### config.mk
export PLATFORM = sky130hd
export DESIGN_NAME = serial_ripple_subtractor
export DESIGN_NICKNAME = d
export VERILOG_FILES = /design/src/rtl/sub_pkg.sv /design/src/rtl/full_subtractor.sv /design/src/rtl/serial_ripple_subtractor.sv
export SDC_FILE = /design/constraint.sdc
export NUM_CORES = 1
export LEC_CHECK = 0
export CAP_MARGIN = 30
export CORE_MARGIN = 3
export CORE_UTILIZATION = 50
export DETAILED_ROUTE_END_ITERATION = 8
export PLACE_DENSITY = 0.88
export REMOVE_ABC_BUFFERS = 1
export SETUP_SLACK_MARGIN = 0.5
export SYNTH_ARGS = -nofsm -noshare
export SYNTH_HDL_FRONTEND = slang
export SYNTH_SLANG_ARGS = --single-unit
### constraint.sdc
create_clock -name clk -period 4.8 [get_ports clk]
set_clock_uncertainty 0.2 [all_clocks]
set_input_delay 0.96 -clock clk [delete_from_list [all_inputs] [get_ports clk]]
set_output_delay 0.96 -clock clk [all_outputs]
set_load 0.05 [all_outputs]
### src/rtl/sub_pkg.sv
// Shared types for the bit-serial subtractor: FSM state encoding and width limit.
package sub_pkg;
   typedef enum logic [1:0] {S_IDLE, S_RUN, S_DONE} sub_state_t;
   localparam int WIDTH_MAX = 32;
endpackage

### src/rtl/full_subtractor.sv
// One-bit combinational full-subtractor cell: d = a - b - bi, bo = borrow out.
module full_subtractor (
   input  logic a,
   input  logic b,
   input  logic bi,
   output logic d,
   output logic bo
);
   assign d  = a ^ b ^ bi;
   assign bo = (~a & b) | (~a & bi) | (b & bi);
endmodule

### src/rtl/serial_ripple_subtractor.sv
// Bit-serial A - B - Bin: one full_subtractor reused over WIDTH clocks, borrow held in a flop.
// Define SUB_OVF_EN to add the signed-overflow output Ovf.
module serial_ripple_subtractor
   import sub_pkg::*;
#(
   parameter int WIDTH = 4
) (
   input  logic             clk,
   input  logic             rst_n,
   input  logic             in_valid,
   output logic             in_ready,
   input  logic [WIDTH-1:0] A,
   input  logic [WIDTH-1:0] B,
   input  logic             Bin,
   output logic             out_valid,
   input  logic             out_ready,
   output logic [WIDTH-1:0] Diff,
   output logic             Bout
`ifdef SUB_OVF_EN
   ,output logic            Ovf
`endif
);
   localparam int CW = $clog2(WIDTH + 1);

   if (WIDTH < 2 || WIDTH > WIDTH_MAX) begin : g_bad_width
      $error("serial_ripple_subtractor: WIDTH out of range");
   end

   sub_state_t       state, state_nxt;
   logic [WIDTH-1:0] a_sr, b_sr;
   logic             borrow;
   logic [CW-1:0]    cnt;
   logic             d, bo;
   logic             last;

   // Counter reaches WIDTH after the last bit; that extra RUN cycle latches Bout/Ovf.
   assign last = (cnt == CW'(WIDTH));

   full_subtractor u_cell (
      .a  (a_sr[0]),
      .b  (b_sr[0]),
      .bi (borrow),
      .d  (d),
      .bo (bo)
   );

   always_ff @(posedge clk or negedge rst_n) begin
      if (!rst_n) state <= S_IDLE;
      else        state <= state_nxt;
   end

   always_comb begin
      state_nxt = state;
      case (state)
         S_IDLE:  if (in_valid)  state_nxt = S_RUN;
         S_RUN:   if (last)      state_nxt = S_DONE;
         S_DONE:  if (out_ready) state_nxt = S_IDLE;
         default:                state_nxt = S_IDLE;
      endcase
   end

   always_comb begin
      in_ready  = (state == S_IDLE);
      out_valid = (state == S_DONE);
   end

`ifdef SUB_OVF_EN
   logic a_msb, b_msb;

   always_ff @(posedge clk or negedge rst_n) begin
      if (!rst_n) begin
         a_msb <= 1'b0;
         b_msb <= 1'b0;
         Ovf   <= 1'b0;
      end else if (state == S_IDLE && in_valid) begin
         a_msb <= A[WIDTH-1];
         b_msb <= B[WIDTH-1];
      end else if (state == S_RUN && last) begin
         Ovf <= (a_msb ^ b_msb) & (Diff[WIDTH-1] ^ a_msb);
      end
   end
`endif

   always_ff @(posedge clk or negedge rst_n) begin
      if (!rst_n) begin
         a_sr   <= '0;
         b_sr   <= '0;
         borrow <= 1'b0;
         cnt    <= '0;
         Diff   <= '0;
         Bout   <= 1'b0;
      end else begin
         case (state)
            S_IDLE: if (in_valid) begin
               a_sr   <= A;
               b_sr   <= B;
               borrow <= Bin;
               cnt    <= '0;
            end
            S_RUN: if (!last) begin
               Diff   <= {d, Diff[WIDTH-1:1]};
               borrow <= bo;
               a_sr   <= a_sr >> 1;
               b_sr   <= b_sr >> 1;
               cnt    <= cnt + 1'b1;
            end else begin
               Bout   <= borrow;
            end
            default: ;
         endcase
      end
   end
endmodule

======== Word-level counts from Yosys, hierarchy flattened ========
Index checks and enable logic that the tools add are counted.
W data, S select, Z words.
storage, ports and cells
  output and inout bits ................... 7
  logic and storage cells ................. 46
  bits in registers ....................... 19
operators by class
  add/subtract/negate cells ............... 1
  bitwise logic cells ..................... 9
  mux-type cells .......................... 16
  reductions and logical operators ........ 6
  eq/ne operators ......................... 7
operators by type and width
  cell                   count
  $mux W4                4
  $pmux W4 S2            2
  $mux W2                3
  $mux W3                2
  $ne A2 B2 Y1 const B   3
  $pmux W2 S3            1
  $pmux W3 S2            1
  $reduce_and A3 Y1      2
  $reduce_and A2 Y1      2
  $add A3 B1 Y3 const B  1
  $and A1 B1 Y1          3
  $eq A3 B3 Y1 const B   1
  $eq A2 B1 Y1 const B   1
  $eq A2 B2 Y1 const B   1
  $logic_not A2 Y1       1
  $mux W1                2
  $ne A2 B1 Y1 const B   1
  $not A1 Y1             2
  $or A1 B1 Y1           2
  $pmux W1 S2            1
  $reduce_bool A2 Y1     1
  $xor A1 B1 Y1          2

======== Logic depth before layout (Yosys ltp) ========
Gate-level depths: netlist of run 1.
  depth after elaboration ................. 6
  gate-level depth with buffers ........... 5
  mapped depth without buffers ............ 5

======== Cells and area by module ========
A second synthesis of run 1 with hierarchy kept.
second synthesis, totals
  cell total of the unflattened synthesis .. 70
  area, all modules ....................... 964.7 sq um
modules (own cells, without submodules)
  module                    cells an instance  area an instance (sq um)  sequential area each (sq um)  instances
  serial_ripple_subtractor  67                 937.1                     475.5                         1
  full_subtractor           3                  27.5                      0.0                           1

======== Worst setup path before layout of run 1 ========
OpenSTA, ideal clock, no wires.
  path type ............................... reg-to-output
  start point ............................. register state[0]
  end point ............................... output port in_ready
  arrival ................................. 1.080 ns
  setup slack ............................. 2.560 ns
  cell stages (with the launch flop) ...... 2
  data required time ...................... 3.640 ns
  cell sequence ........................... dfrtp_1 > nor2_1
between the ends
  cells in the longest elaborated chain, start to end .. 1
ends and longest elaborated chain
  item                    line                            source
  from (decl)             serial_ripple_subtractor.sv:29  sub_state_t state, state_nxt;
  from (signal assigned)  serial_ripple_subtractor.sv:49  else state <= state_nxt;
  $logic_not A2 Y1        serial_ripple_subtractor.sv:63  in_ready = (state == S_IDLE);
  to (decl)               serial_ripple_subtractor.sv:11  output logic in_ready,
Every way passes these cells.

======== Worst setup path in the final report of run 1 ========
  start point ............................. register state[0]
  end point ............................... output port out_valid
between the ends
  cells in the longest elaborated chain, start to end .. 1
ends and longest elaborated chain
  item          line                            source
  $eq A2 B2 Y1  serial_ripple_subtractor.sv:64  out_valid = (state == S_DONE);
  to (decl)     serial_ripple_subtractor.sv:15  output logic out_valid,
Every way passes these cells.

==> run metrics, run 1 <==
area used by multi-input combinational logic=395 sq um; CP Data Required Time=3640 ps; Adder-Cell Fraction of Synth Area=4.91%; postcts setup bufs=0; Leakage=0.555 nW; detailed-route DRC error count=0; H-tree Lvls=1; Sink Count=19; Post-synth EDFFs=0; post-synthesis cell type count=19; Finished Layout Cells=118; Final Hold Vio Count=0; share of layout cells above drive strength 1=22.3%; HP Class=reg -> reg; largest family of logic cells by synthesized area=multiplexers; Mapped Cells=72; via/cell ratio=5.04; Ports=20; CTS Buf Count=3; Final GP Congestion=0.729; Total Nets Final=111; Post-DP HPWL=1230 um; die footprint=2380 sq um; RSZ-0062 raised after global routing=false; Core Area=1610 sq um; flops & latches, synth=19; post-synth top area cell=dfrtp_1; xor-xnor portion of the synthesized cell area=0%; vias in the first global route=roughly 610; cts repair resizes=0; Slew headroom=between 40% and 50%; met3 routed WL=74 um; dpl cell area=1130 sq um; Setup violations, final=0; Worst EP arrival=1780 ps; Starting Density=roughly 57%; PnR worst setup slack=1860 ps; f_max=around 0.34 GHz; max-cap violation count=0; final hold slack=313 ps; worst skew pair latency=290 ps; crit path max fanout=6; async set-reset flop share out of synthesis=100%; Die X=48.8 um; post-route cell area=1160 sq um; top cell type's share of synthesized area=51.8%; CTS Root Cell=clkbuf_4; Final Cycle Share=between 60% and 70%; GRT Total Usage=15.2%; Die H=48.8 um; global route total overflow=0; Power Total=0.856 mW; # fillers=132; WL met2=811 um; Period minus WS final=2940 ps; mux contribution to synthesized area=between 20% and 30%; Seq/Total Area, Yosys=between 50% and 60%; # hold bufs at CTS=0; placed insts=114; # rows=14; Compound-Gate Fraction of Synth Area=4.50%; vias post-DR=595; Max clock buf depth=2; ANT nets after route=0; Highest Signal Layer=met4; wire per inst=13.5 um; clk slew on worst S/H paths=100 ps; largest net degree at the start of global routing=20; top post-synthesis cells by area=dfrtp_1, mux2_2, mux2i_1; crit path launch type=flip-flop; first-pass GRT wire length=2790 um; Setup TNS=0 ps; Area Overhead vs Synth=26.3%; Slew Viols, Final=0; Peak VDD IR=0.372 mV; PD cells=739 nW/um^2; PortBufs=19; wl on met1=approximately 690 um; Mapped Avg Cell Area=around 13 sq um; final antenna diode count=0; synthesized cell area=917 sq um; Util after Layout=71.9%; Synth Flop Type=dfrtp_1; TritonCTS clock tree=yes; YS warnings=0; Critical Setup Path Class=reg -> out; outcome=complete, no violations; Synth Area in Simple Gates=7.37%; Reg area=475 sq um; initial antenna violation count=0; DRT iter0 DRCs=7; Total Wirelength=1590 um; Worst Max-Slew Pin Slew=833 ps; first-pass iteration count of the detailed router=4; CP endpoint kind=primary output; Placement Setup Slack=1850 ps
[registers in the layout (all words and copies together) (netlist names)]
signal,count
Diff,4
a_sr,4
b_sr,4
cnt,3
state,2
Bout,1
borrow,1
[worst paths after layout]
check                      startpoint        end  slack [ps]  cells past startpoint
max in group asynchronous       rst_n   state[1]        2940                      1
min                           a_sr[2]    a_sr[2]         310                      1
min reg2reg                   a_sr[2]    a_sr[2]         310                      1
max                          state[0]  out_valid        1860                      2
min in group asynchronous       rst_n    a_sr[1]         940                      1
max reg2reg                    cnt[0]    b_sr[0]        2620                      5
[Yosys cell counts, drive strengths merged, types with 2 or more instances]
master,number
nand3,3
mux2,16
ha,2
mux2i,5
o21ai,2
nand2,4
buf,2
inv,8
nand2b,2
dfrtp,19
nor2,3
[power by group]
| group | internal [mW] | switching, mW | total [mW] | leakage, nW |
|---|---|---|---|---|
| sequential | 0.240 | 0.0514 | 0.292 | 0.234 |
| combinational | 0.237 | 0.249 | 0.487 | 0.306 |
| clock | 0.0322 | 0.0453 | 0.0776 | 0.0150 |
| total | 0.510 | 0.346 | 0.856 | 0.555 |
[final cells by class]
cell class / instances / share of cell area (%)
inverters: 8 / 2.59
multi-input cells: 43 / 34.1
well taps: 24 / 2.59
clock buffers: 4 / 2.27
repair buffers: 20 / 17.4
flip-flops and latches: 19 / 41.0
[cell families (layout without fill, tap and decap cells)]
kind of cell | count (synthesis) | in the layout
mux | 21 | 21
flops | 19 | 19
compound gates | 5 | 5
simple gates | 14 | 14
buf+inv | 10 | 32
fa+ha+maj | 3 | 3
[worst max-delay path, cell delays in order (launching register included)]
cell and delay [ps]:
dfrtp_1 450, and2b_1 240, clkdlybuf4s50_1 800
[cell usage in the layout (no fill, tap or decap)]
cell,count
clkbuf_1,1
nand2b_1,2
nand3_1,3
ha_1,2
a311oi_2,1
nand2_1,4
and2b_1,1
dfrtp_1,19
nor2b_1,1
inv_1,8
clkdlybuf4s50_1,19
fa_1,1
mux2_4,3
nor2_1,3
a21o_1,1
buf_6,1
clkbuf_4,3
mux2i_1,5
o21ai_0,2
mux2_2,13
o221ai_1,1
[routing by layer]
metal  GRT usage [%]  vias up
met5               0        -
met4            5.69        0
met3            2.75        2
met2            24.4       14
met1            20.3      289
li1                -      290
No activity file was read; power rests on OpenSTA's default activity.
==> run 2, diff against run 1 <==
- CORE_UTILIZATION: 50 -> 48
- PLACE_DENSITY: 0.88 -> 0.85
- clock period: 4.8 -> 3.02 ns (I/O delays scaled with it)
==> run 2 against run 1 <==
  * Sequential share of layout area about the same
  * Power increased by 59%
  * Cell area decreased by 0.11%
  * Setup slack got worse by 1100 ps
  * Global-route usage increased by 0.25 points
  * Via count increased by 0.17%
  * Utilization decreased by 6.3 points
  * Critical endpoint unchanged
==> run metrics, run 2 (synthesized netlist as in run 1, its figures left out) <==
CTS Buf Count=3; # hold bufs at CTS=0; Final Cycle Share=76.2%; CP Data Required Time=2220 ps; Die H=49.7 um; Core Area=1760 sq um; postcts setup bufs=0; Net Sw Frac=40.8%; Clock Power Share=9.4%; initial antenna violation count=0; Slew headroom=43.5%; DRT iter0 DRCs=4; ANT nets after route=0; Net Switching=around 0.55 mW; Power Total=1.36 mW; wire per inst=13.4 um; Peak VDD IR=0.534 mV; Worst EP arrival=1500 ps; Slew Viols, Final=0; Max clock buf depth=2; GRT Total Usage=between 15 and 20%; Die X=49.7 um; Reg power frac=33.9%; clk slew on worst S/H paths=between 100 and 150 ps; vias in the first global route=604; Sink Count=19; final antenna diode count=0; f_max=0.434 GHz; Setup TNS=0 ps; CP endpoint kind=primary output; PortBufs=19; global route total overflow=0; Period minus WS final=about 2300 ps; PD cells=1170 nW/um^2; share of layout cells above drive strength 1=22.3%; largest net degree at the start of global routing=20; Top Registers=Diff x4, a_sr x4, b_sr x4; internal power=roughly 0.80 mW; max-cap violation count=0; Post-DP HPWL=around 1200 um; crit path launch type=flip-flop; HP Class=reg -> reg; # rows=15; detailed-route DRC error count=0; Worst Max-Slew Pin Slew=846 ps; Leakage=about 0.57 nW; leading cell type in the layout, fill and taps excluded=dfrtp_1; most frequent cells in the layout=dfrtp_1, clkdlybuf4s50_1, mux2_2; outcome=complete, no violations; Ports=20; Area Overhead vs Synth=26.2%; via/cell ratio=5.01; die footprint=2470 sq um; TritonCTS clock tree=yes; worst skew pair latency=roughly 290 ps; Starting Density=52.0%; Setup violations, final=0; Final GP Congestion=0.694; crit path max fanout=6; Total Nets Final=111; reg2reg start=state[0]; RSZ-0062 raised after global routing=false; vias post-DR=~600; H-tree Lvls=1; Critical Setup Path Class=reg -> out; first-pass GRT wire length=2770 um; Hold Startpoint=Bout; first-pass iteration count of the detailed router=4; Comb pwr share=56.7%; Final Hold Vio Count=0; Total Wirelength=1590 um; CTS Root Cell=clkbuf_4; worst setup path startpoint=state[0]
## run 2: power groups by stage
stage	Combinational [mW]	Clock (mW)	Sequential, mW
finish	0.770	0.128	0.460
CTS	0.782	0.133	0.462
global route	0.837	0.143	0.478
floorplan	0.461	0	0.572
global placement	0.751	0	0.459
detailed placement	0.778	0	0.468
## run 2: path summary, 6_finish.rpt
kind	endpoint	slack [ps]	cells after the start
max	out_valid	720	2
min	Bout	320	1
max reg2reg	Diff[2]	960	3
min reg2reg	Bout	320	1
max in group asynchronous	state[1]	1520	1
min in group asynchronous	Diff[1]	580	1
## run 2: timing repair
item                                    in CTS  in global routing
gates resized for setup                      1                  1
endpoints found under the setup margin       1                  1
pin swaps                                    0                  0
cloned                                       0                  0
endpoints found under the hold margin        0                  0
## run 2: per-stage QoR
stage               hold slack [ps]  cells  utilization, %  setup slack (ps)  cell area (sq um)
floorplan                       108     70               -               884                901
global route                    336    119            65.6               633               1160
detailed placement              298    115            64.0               739               1130
global placement                287    115            64.0               756               1130
CTS                             321    119            65.5               528               1150
finish                          319    119            65.6               718               1160
## run 2: layer usage
layer / vias up / global-route usage (%) / share of wire, %
met1: 291 / 17.6 / 43
met2: 11 / 25.8 / 49
met5: - / 0 / 0
met4: 0 / 8.29 / 2.5
met3: 4 / 4.53 / 5.4
li1: 290 / - / -
## run 2: critical path, cell delays in order (launching register included)
cell,delay [ps]
dfrtp_1,440
and2b_1,230
dlygate4sd2_1,530
## run 2: cell type report
type                       count  area (sq um)
fill                         150           607
timing repair buffer          20           199
tap                           25          31.3
inverter                       8          30.0
clock buffer                   4          26.3
multi-input combinational     43           395
sequential                    19           475
